**src/rtl/instruction_fetch_unit.sv**
```systemverilog
// instruction_fetch_unit: free-running prefetch front end with credit-limited requests, prefetch FIFO and redirect flush.
//   i_Clock, i_Reset (sync, active low)
//   o_Req_Valid/o_Req_Addr/i_Req_Ready      : fetch request to instruction memory
//   i_Rsp_Valid/i_Rsp_Data/i_Rsp_Error      : in-order responses, no backpressure
//   o_Instr_Valid/o_Instruction/o_Instr_PC/o_Instr_Fault/i_Instr_Ready : head of FIFO to decode
//   i_Redirect_Valid/i_Redirect_PC          : flush and restart fetch
module instruction_fetch_unit #(
    parameter int              XLEN       = 32,
    parameter logic [XLEN-1:0] RESET_PC   = '0,
    parameter int              FIFO_DEPTH = 4
) (
    input  logic            i_Clock,
    input  logic            i_Reset,
    output logic            o_Req_Valid,
    output logic [XLEN-1:0] o_Req_Addr,
    input  logic            i_Req_Ready,
    input  logic            i_Rsp_Valid,
    input  logic [XLEN-1:0] i_Rsp_Data,
    input  logic            i_Rsp_Error,
    output logic            o_Instr_Valid,
    output logic [XLEN-1:0] o_Instruction,
    output logic [XLEN-1:0] o_Instr_PC,
    output logic            o_Instr_Fault,
    input  logic            i_Instr_Ready,
    input  logic            i_Redirect_Valid,
    input  logic [XLEN-1:0] i_Redirect_PC
);
    localparam int CW = $clog2(FIFO_DEPTH + 1);
    localparam int PW = $clog2(FIFO_DEPTH);
    localparam logic [CW:0] DEPTH_C = (CW+1)'(FIFO_DEPTH);

    typedef enum logic {FETCH = 1'b0, HALT = 1'b1} state_t;

    state_t                     state_q, state_d;
    logic [XLEN-1:0]            fetch_pc_q, fetch_pc_d;
    logic [XLEN-1:0]            rsp_pc_q, rsp_pc_d;
    logic [CW-1:0]              outstanding_q, outstanding_d;
    logic [CW-1:0]              discard_q, discard_d;
    logic [CW-1:0]              count_q, count_d;
    logic [PW-1:0]              rd_ptr_q, rd_ptr_d, wr_ptr_q, wr_ptr_d;
    logic                       misalign_q, misalign_d;
    logic [XLEN-1:0]            instr_q [FIFO_DEPTH];
    logic [XLEN-1:0]            pc_q    [FIFO_DEPTH];
    logic [FIFO_DEPTH-1:0]      fault_q;

    logic            req_fire, pop, rsp_drop, push_rsp, push_fault, push, push_flt;
    logic [XLEN-1:0] push_instr, push_pc;
    logic [CW:0]     credit_used;

    // Every slot is either already in the FIFO or reserved by an in-flight request, so pushes never overflow.
    assign credit_used   = {1'b0, outstanding_q} + {1'b0, count_q};
    assign o_Req_Valid   = i_Reset && state_q == FETCH && credit_used < DEPTH_C && !i_Redirect_Valid;
    assign o_Req_Addr    = fetch_pc_q;
    assign o_Instr_Valid = i_Reset && count_q != '0 && !i_Redirect_Valid;
    assign o_Instruction = instr_q[rd_ptr_q];
    assign o_Instr_PC    = pc_q[rd_ptr_q];
    assign o_Instr_Fault = fault_q[rd_ptr_q];

    always_comb begin
        req_fire      = o_Req_Valid && i_Req_Ready;
        pop           = o_Instr_Valid && i_Instr_Ready;
        rsp_drop      = i_Rsp_Valid && discard_q != '0;
        // Once halted, responses from requests issued before the error are dropped.
        push_rsp      = i_Rsp_Valid && discard_q == '0 && state_q == FETCH && !i_Redirect_Valid;
        push_fault    = misalign_q && !i_Redirect_Valid;
        push          = push_rsp || push_fault;
        push_flt      = push_fault || i_Rsp_Error;
        push_instr    = push_flt ? '0 : i_Rsp_Data;
        push_pc       = push_fault ? fetch_pc_q : rsp_pc_q;
        fetch_pc_d    = i_Redirect_Valid ? i_Redirect_PC : fetch_pc_q + XLEN'({req_fire, 2'b00});
        // rsp_pc tracks the address of the next non-discarded response.
        rsp_pc_d      = i_Redirect_Valid ? i_Redirect_PC : rsp_pc_q + XLEN'({push_rsp, 2'b00});
        outstanding_d = outstanding_q + CW'(req_fire) - CW'(i_Rsp_Valid);
        discard_d     = i_Redirect_Valid ? outstanding_q - CW'(i_Rsp_Valid) : discard_q - CW'(rsp_drop);
        count_d       = i_Redirect_Valid ? '0 : count_q + CW'(push) - CW'(pop);
        rd_ptr_d      = i_Redirect_Valid ? '0 : rd_ptr_q + PW'(pop);
        wr_ptr_d      = i_Redirect_Valid ? '0 : wr_ptr_q + PW'(push);
        misalign_d    = i_Redirect_Valid && i_Redirect_PC[1:0] != 2'b00;
        // A misaligned target halts straight away so no request is ever issued for it.
        state_d       = i_Redirect_Valid ? (misalign_d ? HALT : FETCH) :
                        (push_rsp && i_Rsp_Error) ? HALT : state_q;
    end

    always_ff @(posedge i_Clock) begin
        if (!i_Reset) begin
            state_q       <= FETCH;
            fetch_pc_q    <= RESET_PC;
            rsp_pc_q      <= RESET_PC;
            outstanding_q <= '0;
            discard_q     <= '0;
            count_q       <= '0;
            rd_ptr_q      <= '0;
            wr_ptr_q      <= '0;
            misalign_q    <= 1'b0;
            fault_q       <= '0;
            for (int i = 0; i < FIFO_DEPTH; i++) begin
                instr_q[i] <= '0;
                pc_q[i]    <= '0;
            end
        end else begin
            state_q       <= state_d;
            fetch_pc_q    <= fetch_pc_d;
            rsp_pc_q      <= rsp_pc_d;
            outstanding_q <= outstanding_d;
            discard_q     <= discard_d;
            count_q       <= count_d;
            rd_ptr_q      <= rd_ptr_d;
            wr_ptr_q      <= wr_ptr_d;
            misalign_q    <= misalign_d;
            if (push) begin
                instr_q[wr_ptr_q] <= push_instr;
                pc_q[wr_ptr_q]    <= push_pc;
                fault_q[wr_ptr_q] <= push_flt;
            end
        end
    end
endmodule

```
**config.mk**
```make
export PLATFORM = sky130hd
export DESIGN_NAME = instruction_fetch_unit
export DESIGN_NICKNAME = d
export VERILOG_FILES = /design/src/rtl/instruction_fetch_unit.sv
export SDC_FILE = /design/constraint.sdc
export NUM_CORES = 1
export LEC_CHECK = 0
export BUFFER_PORTS_ARGS = -buffer_cell sky130_fd_sc_hd__buf_2
export CAP_MARGIN = 20
export CORE_UTILIZATION = 45
export CTS_BUF_LIST = sky130_fd_sc_hd__clkbuf_4 sky130_fd_sc_hd__clkbuf_8 sky130_fd_sc_hd__clkbuf_16
export DETAILED_ROUTE_END_ITERATION = 10
export HOLD_SLACK_MARGIN = 0.05
export PLACE_DENSITY_LB_ADDON = 0.2
export SYNTH_ARGS = -nofsm -noshare
export SYNTH_HDL_FRONTEND = slang
export SYNTH_SLANG_ARGS = --single-unit
```
**constraint.sdc**
```tcl
create_clock -name i_Clock -period 7.7 [get_ports i_Clock]
set_clock_uncertainty 0.05 [all_clocks]
set_input_delay 1.54 -clock i_Clock [delete_from_list [all_inputs] [get_ports i_Clock]]
set_output_delay 1.54 -clock i_Clock [all_outputs]
set_load 0.1 [all_outputs]
```
Word-level counts from Yosys, hierarchy flattened
Memory sizes are Yosys's and may differ from the RTL's. A register that Yosys moved wholly into a read port is not among the register bits.
Index checks and enable logic that the tools add are counted.
- $add $sub $neg: 11
- order comparisons: 4
- multiplexer cells: 25
- bitwise operators: 2
- reduce and logical (&&, ||, !) cells: 26
- operators with widths (operator ; count):
    $mux W32 ; 6
    $add A32 B3 Y32 ; 2
    $reduce_or A32 Y1 ; 2
    $logic_and A1 B1 Y1 ; 15
    $sub A3 B1 Y3 ; 4
    $mux W1 ; 11
    $mux W2 ; 4
    $add A3 B1 Y3 ; 2
    $lt A2 B3 Y1 const B ; 2
    $reduce_bool A3 Y1 ; 2
    $add A2 B1 Y2 ; 2
    $add A3 B3 Y4 ; 1
    $bwmux W4 ; 1
    $lt A4 B3 Y1 const B ; 1
    $reduce_bool A2 Y1 ; 2
    $logic_not A3 Y1 ; 1
    $mux W3 ; 1
    $bmux W1 S2 ; 1
    $demux W1 S2 ; 1
    $ge A2 B1 Y1 const B ; 1
    $logic_or A1 B1 Y1 ; 2
    $not A1 Y1 ; 2
    $reduce_or A2 Y1 ; 1
    $logic_not A1 Y1 ; 1
- bits in registers: 83
- bits in writable memories: 256
- input port bits: 71
- output and inout port bits: 99
- word-level logic and storage cells: 80
- memories: 2
- memory list (memory ; words ; bits a word ; read ports ; clocked after Yosys merged registers in ; write ports ; RTL line ; text):
    instr_q ; 4 ; 32 ; 1 ; 1 ; 4 ; 42 ; logic [XLEN-1:0] instr_q [FIFO_DEPTH];
    pc_q ; 4 ; 32 ; 1 ; 1 ; 4 ; 43 ; logic [XLEN-1:0] pc_q [FIFO_DEPTH];

Logic depth before layout (Yosys ltp)
- depth in word-level cells: 10
- mapped depth: 12
- gate-level depth less buffers: 11

Worst setup path before layout
OpenSTA, ideal clock, no wires.
- path type: input to register
- start point: input i_Redirect_Valid
- end point: register fetch_pc_q[30] (netlist: o_Req_Addr[30])
- library setup time: 0.075 ns
- arrival time: 6.525 ns
- required time: 7.575 ns
- path slack: 1.050 ns
- stages on the path: 11
- cell sequence: clkbuf_1 > inv_1 > nand2_1 > a311oi_1 > and2_1 > ha_1 > ha_1 > nand4_2 > or4_1 > or4_1 > a31oi_1
- word-level cells in the longest chain between the ends: 5
- ends and longest elaborated chain (element ; RTL line ; text):
    start, declared ; 25 ; input logic i_Redirect_Valid,
    $logic_not A1 Y1 ; 52 ; assign o_Req_Valid = i_Reset && state_q == FETCH && credit_used < DEPTH_C && !i_Redirect_Valid;
    $logic_and A1 B1 Y1 ; 52 ;
    net o_Req_Valid ; 14 ; output logic o_Req_Valid,
    $logic_and A1 B1 Y1 ; 60 ; req_fire = o_Req_Valid && i_Req_Ready;
    $add A32 B3 Y32 ; 70 ; fetch_pc_d = i_Redirect_Valid ? i_Redirect_PC : fetch_pc_q + XLEN'({req_fire, 2'b00});
    $mux W32 ; 70 ;
    end signal, assigned ; 102 ; fetch_pc_q <= fetch_pc_d;
    end, declared ; 35 ; logic [XLEN-1:0] fetch_pc_q, fetch_pc_d;
The timed path passes the listed nets, and every way through them passes these cells.
A chain may end at the register's enable or synchronous reset.

Final worst setup path
- start point: input i_Reset
- end point: output o_Req_Valid
- word-level cells in the longest chain between the ends: 3
- ends and longest elaborated chain (element ; RTL line ; text):
    start, declared ; 13 ; input logic i_Reset,
    $logic_and A1 B1 Y1 (3 in series) ; 52 ;
    end, declared ; 14 ;
No other way between the ends.

==> results_tabular.tex <==
\begin{tabular}{lr}
\hline
Metric & Value \\
\hline
\multicolumn{2}{l}{\textbf{Global routing}} \\
\quad Total grt overflow & 0 \\
\quad Via count of the first global-routing pass & 10700 \\
\quad Pin count of the biggest net entering global routing & 129 \\
\quad Global Route Usage Sum & 22.5\% \\
\quad Wire length of the first global-routing pass & 62400 um \\
\quad Initial antenna violation count & 1 \\
\multicolumn{2}{l}{\textbf{Power and ir drop}} \\
\quad Power per Cell Area & 253 mW/mm\^{}2 \\
\quad Total design power & 4.61 mW \\
\quad Internal power & 3.35 mW \\
\quad Worst ir drop on vdd & 147 uV \\
\quad Static Leakage & 7.18 nW \\
\quad Net switching fraction of the power & 27.3\% \\
\quad Portion of total power attributed to combinational logic & 13.0\% \\
\quad Reported net switching power & 1.26 mW \\
\quad Clock network fraction of design power & 41.0\% \\
\quad Part of the total power dissipated in sequential elements & 46.0\% \\
\multicolumn{2}{l}{\textbf{Setup path}} \\
\quad Maximum fanout count along the critical path & 61 \\
\quad Kind of critical path & primary input to output pin \\
\quad Max incr delay on CP & 510 ps \\
\quad Max stage delay cell, worst path & buf\_2 \\
\quad Cells traversed along the worst timing path & buf\_2, buf\_4, nand2\_1, a311oi\_1, buf\_2 \\
\quad Type of element launching the critical path & primary input \\
\quad Most frequent CP cell & buf\_2 \\
\quad Worst path arrival time & 3470 ps \\
\quad Gate family responsible for the most delay along the worst path & buffers and inverters \\
\quad Type of element capturing the critical path & output pin \\
\quad Data required time of the worst path & 6110 ps \\
\quad Number of buffers and inverters on the critical path & 3 \\
\multicolumn{2}{l}{\textbf{Clock network}} \\
\quad Hold buffers post-CTS & 0 \\
\quad Clock tree sinks & 337 \\
\quad Clock latency at the later pin of the worst-skew pair & 520 ps \\
\quad Number of setup buffers added after CTS & 0 \\
\quad Clock Root Buffer & clkbuf\_16 \\
\quad Cts repair resizes & 0 \\
\quad Clock Pin Slew Worst Setup and Hold Paths & 60 ps \\
\quad Number of CTS-inserted buffers & 38 \\
\quad CTS tree & yes \\
\quad Clock buffer depth & 3 \\
\quad Total number of H-tree levels & 2 \\
\multicolumn{2}{l}{\textbf{Layout}} \\
\quad Most common cell after layout, fill and taps aside & edfxtp\_1 \\
\quad Area growth syn-to-layout & 15.7\% \\
\quad Non-Filler Cell Area, Final & 0.0182 sq mm \\
\quad Fin nets & 1485 \\
\quad Number of inserted diodes & 0 \\
\quad Commonest non-fill, non-tap cells in the layout & edfxtp\_1, buf\_2, nor2\_1, and3\_1, dfxtp\_1 \\
\quad Fraction of layout instances using a drive strength above 1 & 23.5\% \\
\multicolumn{2}{l}{\textbf{Yosys}} \\
\quad Syn avg cell area & 12.4 sq um \\
\quad Syn\_nets & 1363 \\
\quad Netlist cell types & 54 \\
\quad Register bit count reported by yosys & 337 \\
\quad Fraction of the yosys area taken by sequential cells & 59.1\% \\
\quad Netlist Area Pre-Place & 0.0157 sq mm \\
\quad Synthesized instance count & 1274 \\
\quad Most common flop cell mapped by yosys & edfxtp\_1 \\
\quad Number of enable-type register cells in the synthesized netlist & 256 \\
\quad Share of flip-flops with an asynchronous set or reset & 0\% \\
\quad Total number of yosys warnings & 0 \\
\multicolumn{2}{l}{\textbf{Placement}} \\
\quad Count of port buffers added during placement & 169 \\
\quad Post-placement cell area & 0.0169 sq mm \\
\quad Gpl congestion & 0.843 \\
\quad Half-perimeter wire length of the detailed placement result & 25200 um \\
\multicolumn{2}{l}{\textbf{Floorplanning}} \\
\quad Die X-Extent & 189 um \\
\quad Core Footprint & 0.0345 sq mm \\
\quad Count of standard-cell rows & 68 \\
\quad Number of top-level pins & 170 \\
\quad Starting Density & 45.7\% \\
\quad Die Area & 0.0357 sq mm \\
\quad Die span in y & 189 um \\
\multicolumn{2}{l}{\textbf{Route}} \\
\quad Met2 routed wirelength & 18700 um \\
\quad Top layer in use & met4 \\
\quad Routed vias/inst & 5.88 \\
\quad Number of iterations in the first detailed-routing pass & 5 \\
\quad Number of design-rule violations left by the first detailed-router iteration & 1093 \\
\quad Routed metal-1 wire length & 17700 um \\
\quad Routed Antenna Nets & 0 \\
\quad Total wirelength of the detailed-routed design & 40000 um \\
\quad Wire length on met3 & 2940 um \\
\quad Routed wire per std cell & 21.3 um \\
\quad Number of vias in the routed layout & 11100 \\
\quad Post-detailed-route DRC marker count & 0 \\
\multicolumn{2}{l}{\textbf{Timing}} \\
\quad Slew at the pin with the worst max-slew slack & 1060 ps \\
\quad Count of pins over their slew limit & 0 \\
\quad Setup violators final & 0 \\
\quad Min cycle time layout & 5060 ps \\
\quad Total count of hold-check failures in the final report & 0 \\
\quad Final setup TNS & 0 ps \\
\quad Fin crit share & 65.7\% \\
\quad Maximum clock rate & 198 MHz \\
\quad Setup repair after global routing missed its margin & false \\
\quad Worst max-slew margin expressed relative to the limit & 29.0\% \\
\multicolumn{2}{l}{\textbf{Min path}} \\
\quad Classification of the worst-slack hold path & flop to flop \\
\multicolumn{2}{l}{\textbf{Outcome}} \\
\quad Run status & complete, no violations \\
\multicolumn{2}{l}{\textbf{Job}} \\
\quad Max capacitance violation total & 0 \\
\hline
\end{tabular}
tightest hold or removal path: cells and delay by family (launching register included):
| family | cells | cell delay (ps) |
|---|---|---|
| flops | 1 | 300 |
| compound gates | 1 | 60 |
| buf+inv | 1 | 50 |
flip-flops by register name, summed over array words and instances, names as in the netlist:
register       cells
count_q            3
discard_q          3
fault_q            4
instr_q          128
misalign_q         1
o_Req_Addr        31
outstanding_q      3
pc_q             128
rd_ptr_q           2
rsp_pc_q          31
state_q            1
wr_ptr_q           2
metrics by stage:
step | instances | setup WS (ps) | utilization (%) | hold slack, ps
after floorplan | 1274 | 1050 | - | 394
after global placement | 1811 | 2600 | 49.0 | 408
after detailed placement | 1811 | 2520 | 49.0 | 415
after CTS | 1879 | 2680 | 52.8 | 424
after global routing | 1879 | 2440 | 52.8 | 451
final | 1879 | 2640 | 52.8 | 419
logic make-up (layout without fill, tap and decap cells):
| group | after synthesis | after routing | synth area share (%) |
|---|---|---|---|
| AO/OA/AOI/OAI | 155 | 155 | 6.42 |
| XOR/XNOR | 25 | 25 | 1.39 |
| adder cells (fa/ha/maj) | 18 | 18 | 1.53 |
| buffers and inverters | 155 | 305 | 4.01 |
| flip-flops | 337 | 337 | 59.1 |
| multiplexers | 67 | 67 | 9.43 |
| AND/OR/NAND/NOR | 517 | 517 | 18.1 |
synthesized netlist by cell type (all sizes together), types with 2 or more instances:
master | n | area share (%)
o31ai | 9 | 0.43
a41oi | 14 | 0.78
a21o | 15 | 0.72
xnor2 | 15 | 0.83
a31oi | 17 | 0.68
buf | 23 | 0.85
and3 | 105 | 4.2
nand2 | 65 | 1.6
or3 | 10 | 0.40
nand3 | 23 | 0.73
nor3b | 4 | 0.19
and3b | 14 | 0.79
fa | 2 | 0.25
a221oi | 3 | 0.17
nand4 | 41 | 1.8
nor2 | 123 | 2.9
nor3 | 20 | 0.64
a311oi | 5 | 0.28
o21ai | 36 | 1.1
inv | 52 | 1.2
dfxtp | 81 | 10
edfxtp | 256 | 49
o31a | 2 | 0.11
nor2b | 7 | 0.28
mux4 | 65 | 9.3
and2 | 42 | 1.7
clkbuf | 80 | 1.9
ha | 16 | 1.3
nor4 | 15 | 0.60
a21oi | 33 | 1.0
and4 | 18 | 1.0
a211oi | 12 | 0.57
xor2 | 10 | 0.56
or4 | 12 | 0.57
a31o | 3 | 0.17
mux2i | 2 | 0.13
nand2b | 15 | 0.60
layer usage:
layer	track usage [%]	vias to the layer above
met4	5.74	0
met2	35.8	441
met1	32.9	5503
met3	2.76	52
li1	-	5056
met5	0	-
worst paths after layout:
path / startpoint / slack [ps] / endpoint / cells after the start
setup reg to reg: wr_ptr_q[0]$_SDFF_PP0_ / 3780 / pc_q[1][5]$_SDFFCE_PN0P_ / 4
hold / removal: fault_q[1]$_SDFFE_PN0P_ / 420 / fault_q[1]$_SDFFE_PN0P_ / 2
hold reg to reg: fault_q[1]$_SDFFE_PN0P_ / 420 / fault_q[1]$_SDFFE_PN0P_ / 2
setup / recovery: i_Reset / 2640 / o_Req_Valid / 5
final cells by class:
type	count	area, sq um
clock buffer	45	1040
clock inverter	23	274
fill	3026	16200
inverter	52	195
multi-input combinational	782	5850
sequential	337	9310
tap	455	569
timing repair buffer	185	966
power groups by stage:
stage                     registers [mW]  clock network, mW  logic, mW
after floorplan                     2.20                  0      0.401
after global placement              2.15                  0      0.597
after detailed placement            2.16                  0      0.601
after CTS                           2.12               1.92      0.602
after global routing                2.13               1.99      0.632
final                               2.12               1.89      0.599
Note: power is estimated with default switching activity, not from simulation.
